File: src/rtl/riscv_uart_pkg.sv
// Shared definitions for the UART transmit path: data/offset widths,
// register offsets decoded upstream, and the transmit FSM state type.
package riscv_uart_pkg;

    localparam int UART_DATA_WIDTH     = 8;
    localparam int UART_ADDR_LOW_WIDTH = 12;

    localparam logic [UART_ADDR_LOW_WIDTH-1:0] A_RD = 12'h000;
    localparam logic [UART_ADDR_LOW_WIDTH-1:0] A_WR = 12'h004;

    typedef enum logic [1:0] {
        IDLE  = 2'd0,
        START = 2'd1,
        DATA  = 2'd2,
        STOP  = 2'd3
    } uart_tx_state_t;

endpackage

File: src/rtl/riscv_uart_fifo.sv
// Small synchronous FIFO. Pointers wrap modulo DEPTH (a power of two);
// a separate occupancy counter keeps full and empty distinct at wrap.
// Push while full and pop while empty are ignored.
module riscv_uart_fifo #(
    parameter int WIDTH = 8,
    parameter int DEPTH = 8
) (
    input  logic                           clk_i,
    input  logic                           rst_i,
    input  logic                           push_i,
    input  logic                           pop_i,
    input  logic [WIDTH-1:0]               wdata_i,
    output logic [WIDTH-1:0]               rdata_o,
    output logic                           full_o,
    output logic                           empty_o,
    output logic [$clog2(DEPTH+1)-1:0]     count_o
);

    localparam int PW = $clog2(DEPTH);
    localparam int CW = $clog2(DEPTH + 1);

    logic [WIDTH-1:0] mem_q [DEPTH];
    logic [PW-1:0]    wr_ptr_q;
    logic [PW-1:0]    rd_ptr_q;
    logic [CW-1:0]    count_q;
    logic             push_ok_s;
    logic             pop_ok_s;

    assign full_o    = (count_q == CW'(DEPTH));
    assign empty_o   = (count_q == {CW{1'b0}});
    assign count_o   = count_q;
    assign rdata_o   = mem_q[rd_ptr_q];
    assign push_ok_s = push_i && !full_o;
    assign pop_ok_s  = pop_i && !empty_o;

    // Storage array: written on accepted pushes only; contents need no reset.
    always_ff @(posedge clk_i) begin
        if (push_ok_s) begin
            mem_q[wr_ptr_q] <= wdata_i;
        end
    end

    // Pointers and occupancy counter; reset discards all queued entries.
    always_ff @(posedge clk_i or posedge rst_i) begin
        if (rst_i) begin
            wr_ptr_q <= {PW{1'b0}};
            rd_ptr_q <= {PW{1'b0}};
            count_q  <= {CW{1'b0}};
        end else begin
            if (push_ok_s) begin
                wr_ptr_q <= wr_ptr_q + PW'(1);
            end
            if (pop_ok_s) begin
                rd_ptr_q <= rd_ptr_q + PW'(1);
            end
            case ({push_ok_s, pop_ok_s})
                2'b10:   count_q <= count_q + CW'(1);
                2'b01:   count_q <= count_q - CW'(1);
                default: count_q <= count_q;
            endcase
        end
    end

endmodule

File: src/rtl/riscv_uart_tx.sv
// UART transmit engine, 8N1, LSB first. Bytes are queued in a small FIFO
// and serialised by a four-state FSM; a pending byte at the end of a stop
// bit starts the next frame with no idle gap.
module riscv_uart_tx
    import riscv_uart_pkg::*;
#(
    parameter int CLKS_PER_BIT = 868,
    parameter int FIFO_DEPTH   = 8
) (
    input  logic                                clk,
    input  logic                                rst,
    input  logic [UART_DATA_WIDTH-1:0]          in_data,
    input  logic                                in_valid,
    output logic                                in_ready,
    output logic                                txd,
    output logic                                tx_busy,
    output logic                                tx_done,
    output logic [$clog2(FIFO_DEPTH+1)-1:0]     fifo_count
);

    localparam int BW = $clog2(CLKS_PER_BIT);
    localparam int CW = $clog2(FIFO_DEPTH + 1);
    localparam logic [BW-1:0] BAUD_LAST = BW'(CLKS_PER_BIT - 1);
    // tx_done is registered, so it is armed one cycle before the last stop cycle.
    localparam logic [BW-1:0] BAUD_ARM  = BW'(CLKS_PER_BIT - 2);

    if (CLKS_PER_BIT < 2) begin : g_bad_clks_per_bit
        $error("riscv_uart_tx: CLKS_PER_BIT must be >= 2");
    end
    if ((FIFO_DEPTH < 2) || ((FIFO_DEPTH & (FIFO_DEPTH - 1)) != 0)) begin : g_bad_fifo_depth
        $error("riscv_uart_tx: FIFO_DEPTH must be a power of two and >= 2");
    end

    uart_tx_state_t             state_q;
    logic [BW-1:0]              baud_q;
    logic [2:0]                 bit_q;
    logic [UART_DATA_WIDTH-1:0] shift_q;
    logic                       txd_q;
    logic                       done_q;

    logic                       push_s;
    logic                       pop_s;
    logic                       fifo_full_s;
    logic                       fifo_empty_s;
    logic                       baud_last_s;
    logic [UART_DATA_WIDTH-1:0] fifo_rdata_s;
    logic [CW-1:0]              fifo_count_s;

    assign in_ready    = !fifo_full_s;
    assign push_s      = in_valid && in_ready;
    assign baud_last_s = (baud_q == BAUD_LAST);
    assign txd         = txd_q;
    assign tx_done     = done_q;
    assign fifo_count  = fifo_count_s;
    assign tx_busy     = (state_q != IDLE) || (fifo_count_s != {CW{1'b0}});

    riscv_uart_fifo #(
        .WIDTH (UART_DATA_WIDTH),
        .DEPTH (FIFO_DEPTH)
    ) u_fifo (
        .clk_i   (clk),
        .rst_i   (rst),
        .push_i  (push_s),
        .pop_i   (pop_s),
        .wdata_i (in_data),
        .rdata_o (fifo_rdata_s),
        .full_o  (fifo_full_s),
        .empty_o (fifo_empty_s),
        .count_o (fifo_count_s)
    );

    // Pop decision: from IDLE whenever data waits, or at the last stop cycle.
    always_comb begin
        pop_s = 1'b0;
        case (state_q)
            IDLE:    pop_s = !fifo_empty_s;
            STOP:    pop_s = baud_last_s && !fifo_empty_s;
            default: pop_s = 1'b0;
        endcase
    end

    // Frame FSM with baud/bit counters, shift register and registered outputs.
    always_ff @(posedge clk or posedge rst) begin
        if (rst) begin
            state_q <= IDLE;
            baud_q  <= {BW{1'b0}};
            bit_q   <= 3'd0;
            shift_q <= {UART_DATA_WIDTH{1'b0}};
            txd_q   <= 1'b1;
            done_q  <= 1'b0;
        end else begin
            done_q <= (state_q == STOP) && (baud_q == BAUD_ARM);
            case (state_q)
                IDLE: begin
                    baud_q <= {BW{1'b0}};
                    bit_q  <= 3'd0;
                    if (!fifo_empty_s) begin
                        shift_q <= fifo_rdata_s;
                        txd_q   <= 1'b0;
                        state_q <= START;
                    end else begin
                        txd_q   <= 1'b1;
                    end
                end
                START: begin
                    if (baud_last_s) begin
                        baud_q  <= {BW{1'b0}};
                        bit_q   <= 3'd0;
                        txd_q   <= shift_q[0];
                        state_q <= DATA;
                    end else begin
                        baud_q  <= baud_q + BW'(1);
                    end
                end
                DATA: begin
                    if (baud_last_s) begin
                        baud_q <= {BW{1'b0}};
                        if (bit_q == 3'd7) begin
                            txd_q   <= 1'b1;
                            state_q <= STOP;
                        end else begin
                            txd_q   <= shift_q[1];
                            shift_q <= {1'b0, shift_q[UART_DATA_WIDTH-1:1]};
                            bit_q   <= bit_q + 3'd1;
                        end
                    end else begin
                        baud_q <= baud_q + BW'(1);
                    end
                end
                STOP: begin
                    if (baud_last_s) begin
                        baud_q <= {BW{1'b0}};
                        if (!fifo_empty_s) begin
                            shift_q <= fifo_rdata_s;
                            txd_q   <= 1'b0;
                            state_q <= START;
                        end else begin
                            txd_q   <= 1'b1;
                            state_q <= IDLE;
                        end
                    end else begin
                        baud_q <= baud_q + BW'(1);
                    end
                end
                default: begin
                    baud_q  <= {BW{1'b0}};
                    txd_q   <= 1'b1;
                    state_q <= IDLE;
                end
            endcase
        end
    end

endmodule
File: config.mk
export PLATFORM = sky130hd
export DESIGN_NAME = riscv_uart_tx
export DESIGN_NICKNAME = d
export VERILOG_FILES = /design/src/rtl/riscv_uart_pkg.sv /design/src/rtl/riscv_uart_fifo.sv /design/src/rtl/riscv_uart_tx.sv
export SDC_FILE = /design/constraint.sdc
export NUM_CORES = 1
export LEC_CHECK = 0
export BUFFER_PORTS_ARGS = -buffer_cell sky130_fd_sc_hd__buf_4
export CORE_MARGIN = 5
export CORE_UTILIZATION = 50
export DETAILED_ROUTE_END_ITERATION = 8
export GPL_TIMING_DRIVEN = 0
export PLACE_DENSITY = 0.71
export SLEW_MARGIN = 20
export SYNTH_ARGS = -nofsm -noshare
export SYNTH_HDL_FRONTEND = slang
export SYNTH_SLANG_ARGS = --single-unit
export TNS_END_PERCENT = 100
File: constraint.sdc
create_clock -name clk -period 2.3 [get_ports clk]
set_input_delay 0.23 -clock clk [delete_from_list [all_inputs] [get_ports clk]]
set_output_delay 0.23 -clock clk [all_outputs]
set_load 0.05 [all_outputs]
==> results.json, run 1 <==
{
  "status": "completed",
  "ant_nets": 0,
  "crit_fanout": 5,
  "min_to": "u_fifo.mem_q[1][4]",
  "mostFrequentLayoutCells": "edfxtp_1 (64), dfrtp_1 (31), buf_4 (30)",
  "grt_overflow": 0,
  "hold_class": "in2reg",
  "rows": 34,
  "power.internal_w": 0.00396,
  "crit_required_ns": 2.61,
  "slew_headroom_pct": 40.4,
  "async_flop_share_pct": 35.4,
  "die_x_um": 104,
  "fin_skew_ns": 0.0172,
  "finalCritPeriodShare_pct": 96.7,
  "gp_congestion": 0.797,
  "ys_ff_latch": 99,
  "netlist_area_um2": 4430,
  "preCtsSetupSlack_ns": -0.296,
  "vias": 2493,
  "fillers": 686,
  "seq_power_share_pct": 40.8,
  "rr_endpoint": "u_fifo.count_o[2]",
  "yosysUniqueCellTypes": 53,
  "met1_length_mm": 3.58,
  "vdd_drop_max_v": 0.000502,
  "clock.fmax_mhz": 450,
  "viasPerCell": 5.59,
  "ctsHtreeMaxLevel": 3,
  "r2r_cells": 10,
  "cap_violations": 0,
  "layout_commonest_cell": "edfxtp_1",
  "tritoncts": "built",
  "antenna_found_initial": 0,
  "utilization_pct": 58.8,
  "arrival_ns": 2.53,
  "numCtsBuffers": 9,
  "initial_core_util_pct": 51.0,
  "clkLatencyLatePin_ns": 0.37,
  "rsz0062_at_grt": "true",
  "port_buffers": 18,
  "clock-root-buffer": "clkbuf_8",
  "critPathLaunchType": "register",
  "p_sw_w": 0.00251,
  "power_density_nw_per_um2": 1270,
  "min_path_cells": 1,
  "clockBufferDepth": 2,
  "power.share.clock_pct": 17.3,
  "track_usage_pct": 16.0,
  "area_growth_pct": 15.2,
  "fin_cells": 446,
  "first_global_vias": 2609,
  "wl_per_cell_um": 18.2,
  "top_layer_used": "met4",
  "fin_ws_ns": 0.0760,
  "dp_cells": 421,
  "dp_hpwl_mm": 5.49,
  "yosysTopAreaCell": "edfxtp_1",
  "met3_length_um": 286,
  "die_area_um2": 10800,
  "swShare_pct": 38.8,
  "routed_wl_mm": 8.13,
  "yosys.area.top_type_share_pct": 43.4,
  "synth_area_leaders": "edfxtp_1 (43%), dfrtp_1 (19%), mux4_2 (8.1%), ha_1 (4.0%), o31ai_1 (2.0%)",
  "maxSlewViolCount": 0,
  "synth_edf_count": 64,
  "cts.sinks": 99,
  "ff2ff_setup_slack_ns": 0.08,
  "syn_nets": 319,
  "hp-start": "in_data[4]",
  "comb_power_share_pct": 41.9,
  "remaining_drc_errors": 0,
  "worst_slew_pin_slew_ns": 0.890,
  "rr_startpoint": "baud_q[4]",
  "core-area_um2": 8680,
  "dr.pass1.iters": 4,
  "drive_gt1_share_pct": 28.4,
  "syn_area_per_cell_um2": 15.1,
  "nNetsFinal": 358,
  "hold_viol_final": 0,
  "first_iter_violations": 105,
  "grt_pass1_wl_mm": 13.5,
  "yosysSeqAreaShare_pct": 63.2,
  "fin_tns_setup_ns": 0,
  "wl_met2_mm": 4.15,
  "num_antenna_cells": 0,
  "clk_pin_slew_worst_paths_ns": 0.11,
  "path_class": "reg2reg",
  "ys_warn_count": 0,
  "io_pins": 19,
  "synthCells": 294,
  "leakage_nw": 1.91,
  "min_period_ns": 2.22,
  "die_h_um": 104,
  "crit_path_end_kind": "register",
  "final-setup-viol-count": 0,
  "ys.flop_type": "edfxtp_1",
  "grt_max_degree": 36
}
==> kinds of logic (layout without fill, tap and decap cells) <==
logic type | Yosys count | after routing | synth area share, %
AO/OA/AOI/OAI | 38 | 38 | 6.81
flip-flops | 99 | 99 | 63.2
XOR/XNOR | 17 | 17 | 3.36
multiplexers | 28 | 28 | 11.0
adder cells (fa/ha/maj) | 14 | 14 | 3.96
AND/OR/NAND/NOR | 76 | 76 | 9.55
buffers and inverters | 22 | 66 | 2.12
==> registers in the layout (all words and copies together) (netlist names) <==
register / count
u_fifo.mem_q: 64
baud_q: 10
shift_q: 8
u_fifo.count_o: 4
bit_q: 3
u_fifo.rd_ptr_q: 3
u_fifo.wr_ptr_q: 3
state_q: 2
tx_done: 1
txd: 1
==> Yosys cell counts, types with 2 or more instances <==
cell       number
dfrtp_1        34
o221ai_1        5
xor2_1          7
edfxtp_1       64
xnor2_1        10
a21oi_1         3
nand3_1         8
nand2b_1        5
nor4_1          2
buf_2           6
or3_1           2
mux2_2          3
nor3b_1         2
o31ai_1        12
mux4_2         16
inv_1          11
a21o_1          2
a2111oi_0       2
or4_1           2
nor2b_1         3
mux2i_1         8
nor3_1          8
ha_1           14
clkbuf_1        3
o21ai_0         4
nand2_1        11
nor2_1         20
nand3b_1        2
==> worst max-delay path by stage <==
stage / start / cells after the start / endpoint
4_1_cts: baud_q[7] / 11 / u_fifo.count_o[2]
3_3_place_gp: baud_q[4] / 10 / u_fifo.count_o[2]
6_report: baud_q[4] / 10 / u_fifo.count_o[2]
5_1_grt: baud_q[4] / 10 / u_fifo.count_o[2]
3_5_place_dp: baud_q[4] / 10 / u_fifo.count_o[2]
2_1_floorplan: baud_q[4] / 10 / u_fifo.count_o[2]
==> per-layer routing <==
layer | track usage (%) | vias to the layer above
met3 | 3.41 | 9
met4 | 4.72 | 0
met1 | 20.5 | 1238
met2 | 27.5 | 42
li1 | - | 1204
met5 | 0 | -
==> worst max-delay path, stage by stage, from the launching register on <==
cell     delay [ns]
dfrtp_2        0.45
nor4b_4        0.38
a41oi_4        0.18
nor3_4         0.19
ha_4           0.18
xor2_1         0.16
ha_2           0.19
a21oi_2        0.03
xor2_1         0.13
nor2_1         0.11
xor2_1         0.15
==> cell type report <==
cell class	count	area, um2	share of cell area, %
plain buffers	10	61.3	1.20
clock buffers	9	124	2.43
clock inverters	7	80.1	1.57
inverters	11	41.3	0.810
multi-input cells	173	1630	32.0
flip-flops and latches	99	2800	55.0
well taps	108	135	2.65
repair buffers	29	220	4.32
==> per-stage QoR <==
stage / hold WS [ns] / instance area [um2] / power (W)
after detailed placement: 0.413 / 4800 / 0.00537
after CTS: 0.0668 / 5060 / 0.00650
after floorplan: 0.329 / 4500 / 0.00467
after global routing: 0.0667 / 5100 / 0.00693
after global placement: 0.461 / 4770 / 0.00525
final: 0.0786 / 5100 / 0.00647
==> power groups by stage <==
stage               Sequential [W]  Combinational, W  Clock, W
finish                     0.00264           0.00271   0.00112
global route               0.00269           0.00301   0.00122
CTS                        0.00264           0.00272   0.00114
detailed placement         0.00268           0.00269         0
global placement           0.00265           0.00260         0
floorplan                  0.00275           0.00192         0
==> what timing repair did <==
| item | CTS | global route |
|---|---|---|
| pin swaps | 3 | 4 |
| buffers inserted | 6 | 3 |
| resized for setup | 3 | 4 |
| endpoints found under the hold margin | 10 | 0 |
| setup endpoints to repair | 3 | 6 |
| cloned | 0 | 0 |
| hold buffers | 1 | 0 |
Note: power is estimated with default switching activity, not from simulation.
==> run 2: changes to the inputs <==
Settings changed: CELL_PAD_IN_SITES_DETAIL_PLACEMENT from default to 1, CELL_PAD_IN_SITES_GLOBAL_PLACEMENT from default to 1, CORE_UTILIZATION 50 to 47, PLACE_DENSITY 0.71 to 0.78.
==> run 2 against run 1 <==
  * The run now ends with hold timing, setup timing left
  * Worst hold slack worse by 0.085 ns
  * Register-to-register slack worse by 0.17 ns
  * Largest power group unchanged
  * Highest routed layer unchanged
  * Global-route usage is 1.7 points higher
  * Power up 3.9%
  * Clock skew fell by 0.0098 ns
  * Critical endpoint unchanged
  * First-iteration DRC count rose by 10%
  * Sequential share of layout area shrank 0.60 points
==> results.json, run 2 (synthesized netlist as in run 1, its figures left out) <==
{
  "layout_commonest_cell": "edfxtp_1",
  "clock.fmax_mhz": 418,
  "status": "finished, violations left",
  "crit_required_ns": 2.55,
  "dp_cells": 424,
  "ant_nets": 0,
  "die_area_um2": 11500,
  "critPathLaunchType": "register",
  "clkLatencyLatePin_ns": 0.37,
  "grt_max_degree": 36,
  "routed_wl_mm": 9.53,
  "finalCritPeriodShare_pct": 104,
  "cts.sinks": 99,
  "fin_tns_setup_ns": -0.0898,
  "cap_violations": 0,
  "grt_overflow": 0,
  "slew_headroom_pct": 32.3,
  "clockBufferDepth": 2,
  "min_period_ns": 2.39,
  "vdd_drop_max_v": 0.000622,
  "area_growth_pct": 16.5,
  "crit_chain": "ha_1 -> buf_4 -> a41oi_4 -> nor3_4 -> buf_6 -> ha_4 -> xor2_4 -> ha_4 -> a21oi_2 -> xor2_1 -> nor2_1 -> xor2_1",
  "clk_pin_slew_worst_paths_ns": 0.10,
  "core-area_um2": 9200,
  "max_stage_delay_ns": 0.41,
  "wl_per_cell_um": 21.1,
  "grt_pass1_wl_mm": 15.1,
  "tritoncts": "built",
  "hold_class": "in2async",
  "gp_congestion": 0.746,
  "track_usage_pct": 17.7,
  "leakage_nw": 1.92,
  "total_power_w": 0.00672,
  "numCtsBuffers": 9,
  "fin_ws_ns": -0.0898,
  "first_iter_violations": 116,
  "cp_slowest_cell": "dfrtp_1",
  "nNetsFinal": 361,
  "worst_slew_pin_slew_ns": 1.01,
  "hold_viol_final": 11,
  "die_x_um": 107,
  "crit_path_end_kind": "register",
  "initial_core_util_pct": 48.1,
  "arrival_ns": 2.64,
  "power_density_nw_per_um2": 1300,
  "mostFrequentLayoutCells": "edfxtp_1 (64), buf_4 (34), dfrtp_1 (30)",
  "fin_skew_ns": 0.00731,
  "vias": 2598,
  "viasPerCell": 5.75,
  "cp_num_buf_inv": 2,
  "io_pins": 19,
  "ctsHtreeMaxLevel": 3,
  "cp_top_family": "adder cells",
  "largest_register_ffs": 64,
  "cts_hold_buffers": 0,
  "first_global_vias": 2701,
  "largest-register": "u_fifo.mem_q",
  "dr.pass1.iters": 4,
  "remaining_drc_errors": 0,
  "clock-root-buffer": "clkbuf_8",
  "dp_hpwl_mm": 6.15,
  "failed_checks": "hold timing, setup timing",
  "port_buffers": 18,
  "crit_fanout": 9,
  "path_class": "reg2reg",
  "die_h_um": 107,
  "rsz0062_at_grt": "true",
  "reg.largest.list": "u_fifo.mem_q (64), baud_q (10), shift_q (8)",
  "holdWs_ns": -0.00675,
  "num_antenna_cells": 0,
  "final-setup-viol-count": 1,
  "rows": 35,
  "fin_cells": 452,
  "antenna_found_initial": 0,
  "maxSlewViolCount": 0,
  "drive_gt1_share_pct": 30.2
}
## run 2: worst reg2reg max path: stages (launching register included)
cell	delay, ns
dfrtp_1	0.41
ha_1	0.20
buf_4	0.18
a41oi_4	0.27
nor3_4	0.05
buf_6	0.14
ha_4	0.17
xor2_4	0.15
ha_4	0.16
a21oi_2	0.10
xor2_1	0.19
nor2_1	0.08
xor2_1	0.15
## run 2: cell type report
type,count,area [um2]
plain buffers,10,61.3
clock buffers,9,124
clock inverters,7,66.3
fillers,893,4040
inverters,11,41.3
multi-input cells,173,1680
flip-flops and latches,99,2800
well taps,111,139
repair buffers,32,244
## run 2: worst paths after layout
kind | cells after the start | to | start | slack [ns]
setup / recovery | 12 | u_fifo.count_o[2] | baud_q[0] | -0.09
hold / removal | 2 | u_fifo.wr_ptr_q[1] | rst | -0.007
setup reg to reg | 12 | u_fifo.count_o[2] | baud_q[0] | -0.09
hold reg to reg | 1 | shift_q[7] | shift_q[7] | 0.51
max in group asynchronous | 2 | baud_q[4] | rst | 1.77
min in group clk | 1 | u_fifo.mem_q[5][6] | in_data[6] | 0.08
## run 2: metal layers
metal / wire (um) / GRT usage, % / share of wire, %
met4: 99 / 4.93 / 1.0
met5: 0 / 0 / 0
met3: 187 / 3.61 / 2.0
met2: 5080 / 30.9 / 53
met1: 4160 / 22.5 / 44
## run 2: stage by stage
stage	utilization, %	worst slack (ns)	instance area, um2
2_1_floorplan	-	-0.0744	4500
3_3_place_gp	51.9	-0.289	4770
3_5_place_dp	52.2	-0.382	4800
4_1_cts	55.1	-0.0804	5070
5_1_grt	56.1	-0.204	5160
6_report	56.1	-0.0898	5160
## run 2: power by group
group	internal [W]	total, W	leakage, nW	switching (W)
sequential	0.00233	0.00265	1.01	0.000316
combinational	0.00129	0.00298	0.812	0.00169
clock	0.000420	0.00109	0.0953	0.000673
## run 2: what timing repair did
| action | CTS | global route |
|---|---|---|
| buffers inserted | 6 | 7 |
| gates resized for setup | 7 | 8 |
| setup endpoints to repair | 3 | 6 |
| pin swaps | 4 | 5 |
==> run 3: changes to the inputs <==
Settings changed: TNS_END_PERCENT 100 to 50.
==> run 3 against run 2 <==
  * The run now ends clean
  * Utilization is 0.34 points higher
  * Worst setup slack better by 0.20 ns
  * Power is 0.37% higher
  * Design area is 0.61% higher
  * Die area stayed put
  * Critical endpoint unchanged
  * Largest power group unchanged
==> results.json, run 3 (synthesized netlist as in run 1, its figures left out) <==
{
  "mostFrequentLayoutCells": "edfxtp_1 (64), buf_4 (36), dfrtp_1 (29)",
  "remaining_drc_errors": 0,
  "cap_violations": 0,
  "layout_commonest_cell": "edfxtp_1",
  "clk_pin_slew_worst_paths_ns": 0.13,
  "hold_viol_final": 0,
  "largest_register_ffs": 64,
  "tritoncts": "built",
  "clkLatencyLatePin_ns": 0.38,
  "min_period_ns": 2.19,
  "grt_busiest_layer": "met2",
  "dr.pass1.iters": 4,
  "fin_cells": 455,
  "clockBufferDepth": 2,
  "power_density_nw_per_um2": 1300,
  "track_usage_pct": 17.8,
  "dp_hpwl_mm": 6.41,
  "grt_max_degree": 36,
  "dp_cells": 425,
  "antenna_found_initial": 0,
  "crit_required_ns": 2.60,
  "rsz0062_at_grt": "true",
  "num_antenna_cells": 0,
  "rows": 35,
  "slew_headroom_pct": 36.2,
  "drive_gt1_share_pct": 30.8,
  "vdd_drop_max_v": 0.000567,
  "fin_skew_ns": 0.0219,
  "leakage_nw": 1.94,
  "io_pins": 19,
  "crit_fanout": 4,
  "arrival_ns": 2.49,
  "largest-register": "u_fifo.mem_q",
  "core-area_um2": 9200,
  "final-setup-viol-count": 0,
  "routed_wl_mm": 9.47,
  "clock-root-buffer": "clkbuf_8",
  "initial_core_util_pct": 48.1,
  "die_h_um": 107,
  "use_met3_pct": 4.46,
  "nNetsFinal": 364,
  "wl_per_cell_um": 20.8,
  "use_met2_pct": 31.6,
  "fin_ws_ns": 0.113,
  "maxSlewViolCount": 0,
  "path_class": "reg2reg",
  "finalCritPeriodShare_pct": 95.1,
  "port_buffers": 18,
  "status": "completed",
  "grt_overflow": 0,
  "worst_slew_pin_slew_ns": 0.953,
  "ctsHtreeMaxLevel": 3,
  "crit_path_end_kind": "register",
  "die_x_um": 107,
  "grt_pass1_wl_mm": 15.4,
  "first_iter_violations": 93,
  "area_growth_pct": 17.2,
  "preCtsSetupSlack_ns": -0.322,
  "gp_congestion": 0.736,
  "first_global_vias": 2873,
  "fillers": 879,
  "ant_nets": 0,
  "reg.largest.list": "u_fifo.mem_q (64), baud_q (10), shift_q (8)",
  "die_area_um2": 11500,
  "numCtsBuffers": 9,
  "cts.sinks": 99,
  "critPathLaunchType": "register",
  "grt_use_met1_pct": 21.8,
  "clock.fmax_mhz": 457,
  "viasPerCell": 5.75,
  "vias": 2616,
  "hold_class": "in2reg"
}
## run 3: cell count changes in the layout (fill, tap and decap cells not counted), sizes merged
cell         previous run  this run
inv                    15        17
clkinv                  2         1
buf                    39        40
dlygate4sd3             0         1
clkbuf                 12        13
clkinvlp                1         0
## run 3: timing repair
item | 4_1_cts | 5_1_grt
buffers inserted | 7 | 7
hold buffers | 1 | 0
hold endpoints to repair | 2 | 0
setup endpoints to repair | 3 | 9
pin swaps | 3 | 2
resized for setup | 3 | 12
## run 3: worst paths after layout
| path | start | endpoint | slack (ns) | depth (start not counted) |
|---|---|---|---|---|
| setup / recovery | baud_q[4] | u_fifo.count_o[2] | 0.11 | 10 |
| hold / removal | in_data[6] | u_fifo.mem_q[0][6] | 0.07 | 1 |
| setup reg to reg | baud_q[4] | u_fifo.count_o[2] | 0.11 | 10 |
| hold reg to reg | baud_q[0] | baud_q[0] | 0.50 | 1 |
| max in group asynchronous | rst | u_fifo.count_o[1] | 1.23 | 3 |
| min in group asynchronous | rst | u_fifo.wr_ptr_q[2] | 0.53 | 3 |
## run 3: area by class of cell
type / count / area, um2 / share of cell area, %
Clock buffer: 9 / 124 / 2.39
Sequential cell: 99 / 2810 / 54.1
Clock inverter: 7 / 91.3 / 1.76
Timing Repair Buffer: 35 / 265 / 5.11
Inverter: 11 / 41.3 / 0.796
Tap cell: 111 / 139 / 2.68
Multi-Input combinational cell: 173 / 1660 / 32.0
Buffer: 10 / 61.3 / 1.18
## run 3: critical path: stages, from the launching register on
cell,delay (ns)
dfrtp_2,0.45
nor4b_4,0.34
a41oi_4,0.17
nor3_4,0.19
ha_4,0.18
xor2_1,0.15
ha_2,0.19
a21oi_2,0.03
xor2_1,0.14
nor2_1,0.11
xor2_1,0.15
## run 3: routing by layer
metal / routed length (um) / up-vias
li1: - / 1212
met1: 3960 / 1352
met3: 291 / 10
met2: 5130 / 42
met4: 90 / 0
met5: 0 / -
## run 3: where the power goes
group / switching [W] / internal [W] / total, W
combinational: 0.00164 / 0.00126 / 0.00290
sequential: 0.000319 / 0.00233 / 0.00265
clock: 0.000742 / 0.000459 / 0.00120
total: 0.00270 / 0.00405 / 0.00675
## run 3: metrics by stage
step	setup TNS (ns)	util, %	hold slack [ns]	cell area (um2)	power (W)
finish	0	56.4	0.0661	5190	0.00675
global route	-0.0132	56.4	0.0441	5190	0.00720
CTS	0	55.3	0.0534	5090	0.00670
detailed placement	-0.777	52.3	0.424	4810	0.00545
global placement	-4.47	51.9	0.461	4770	0.00528
floorplan	-1.08	-	0.329	4490	0.00467
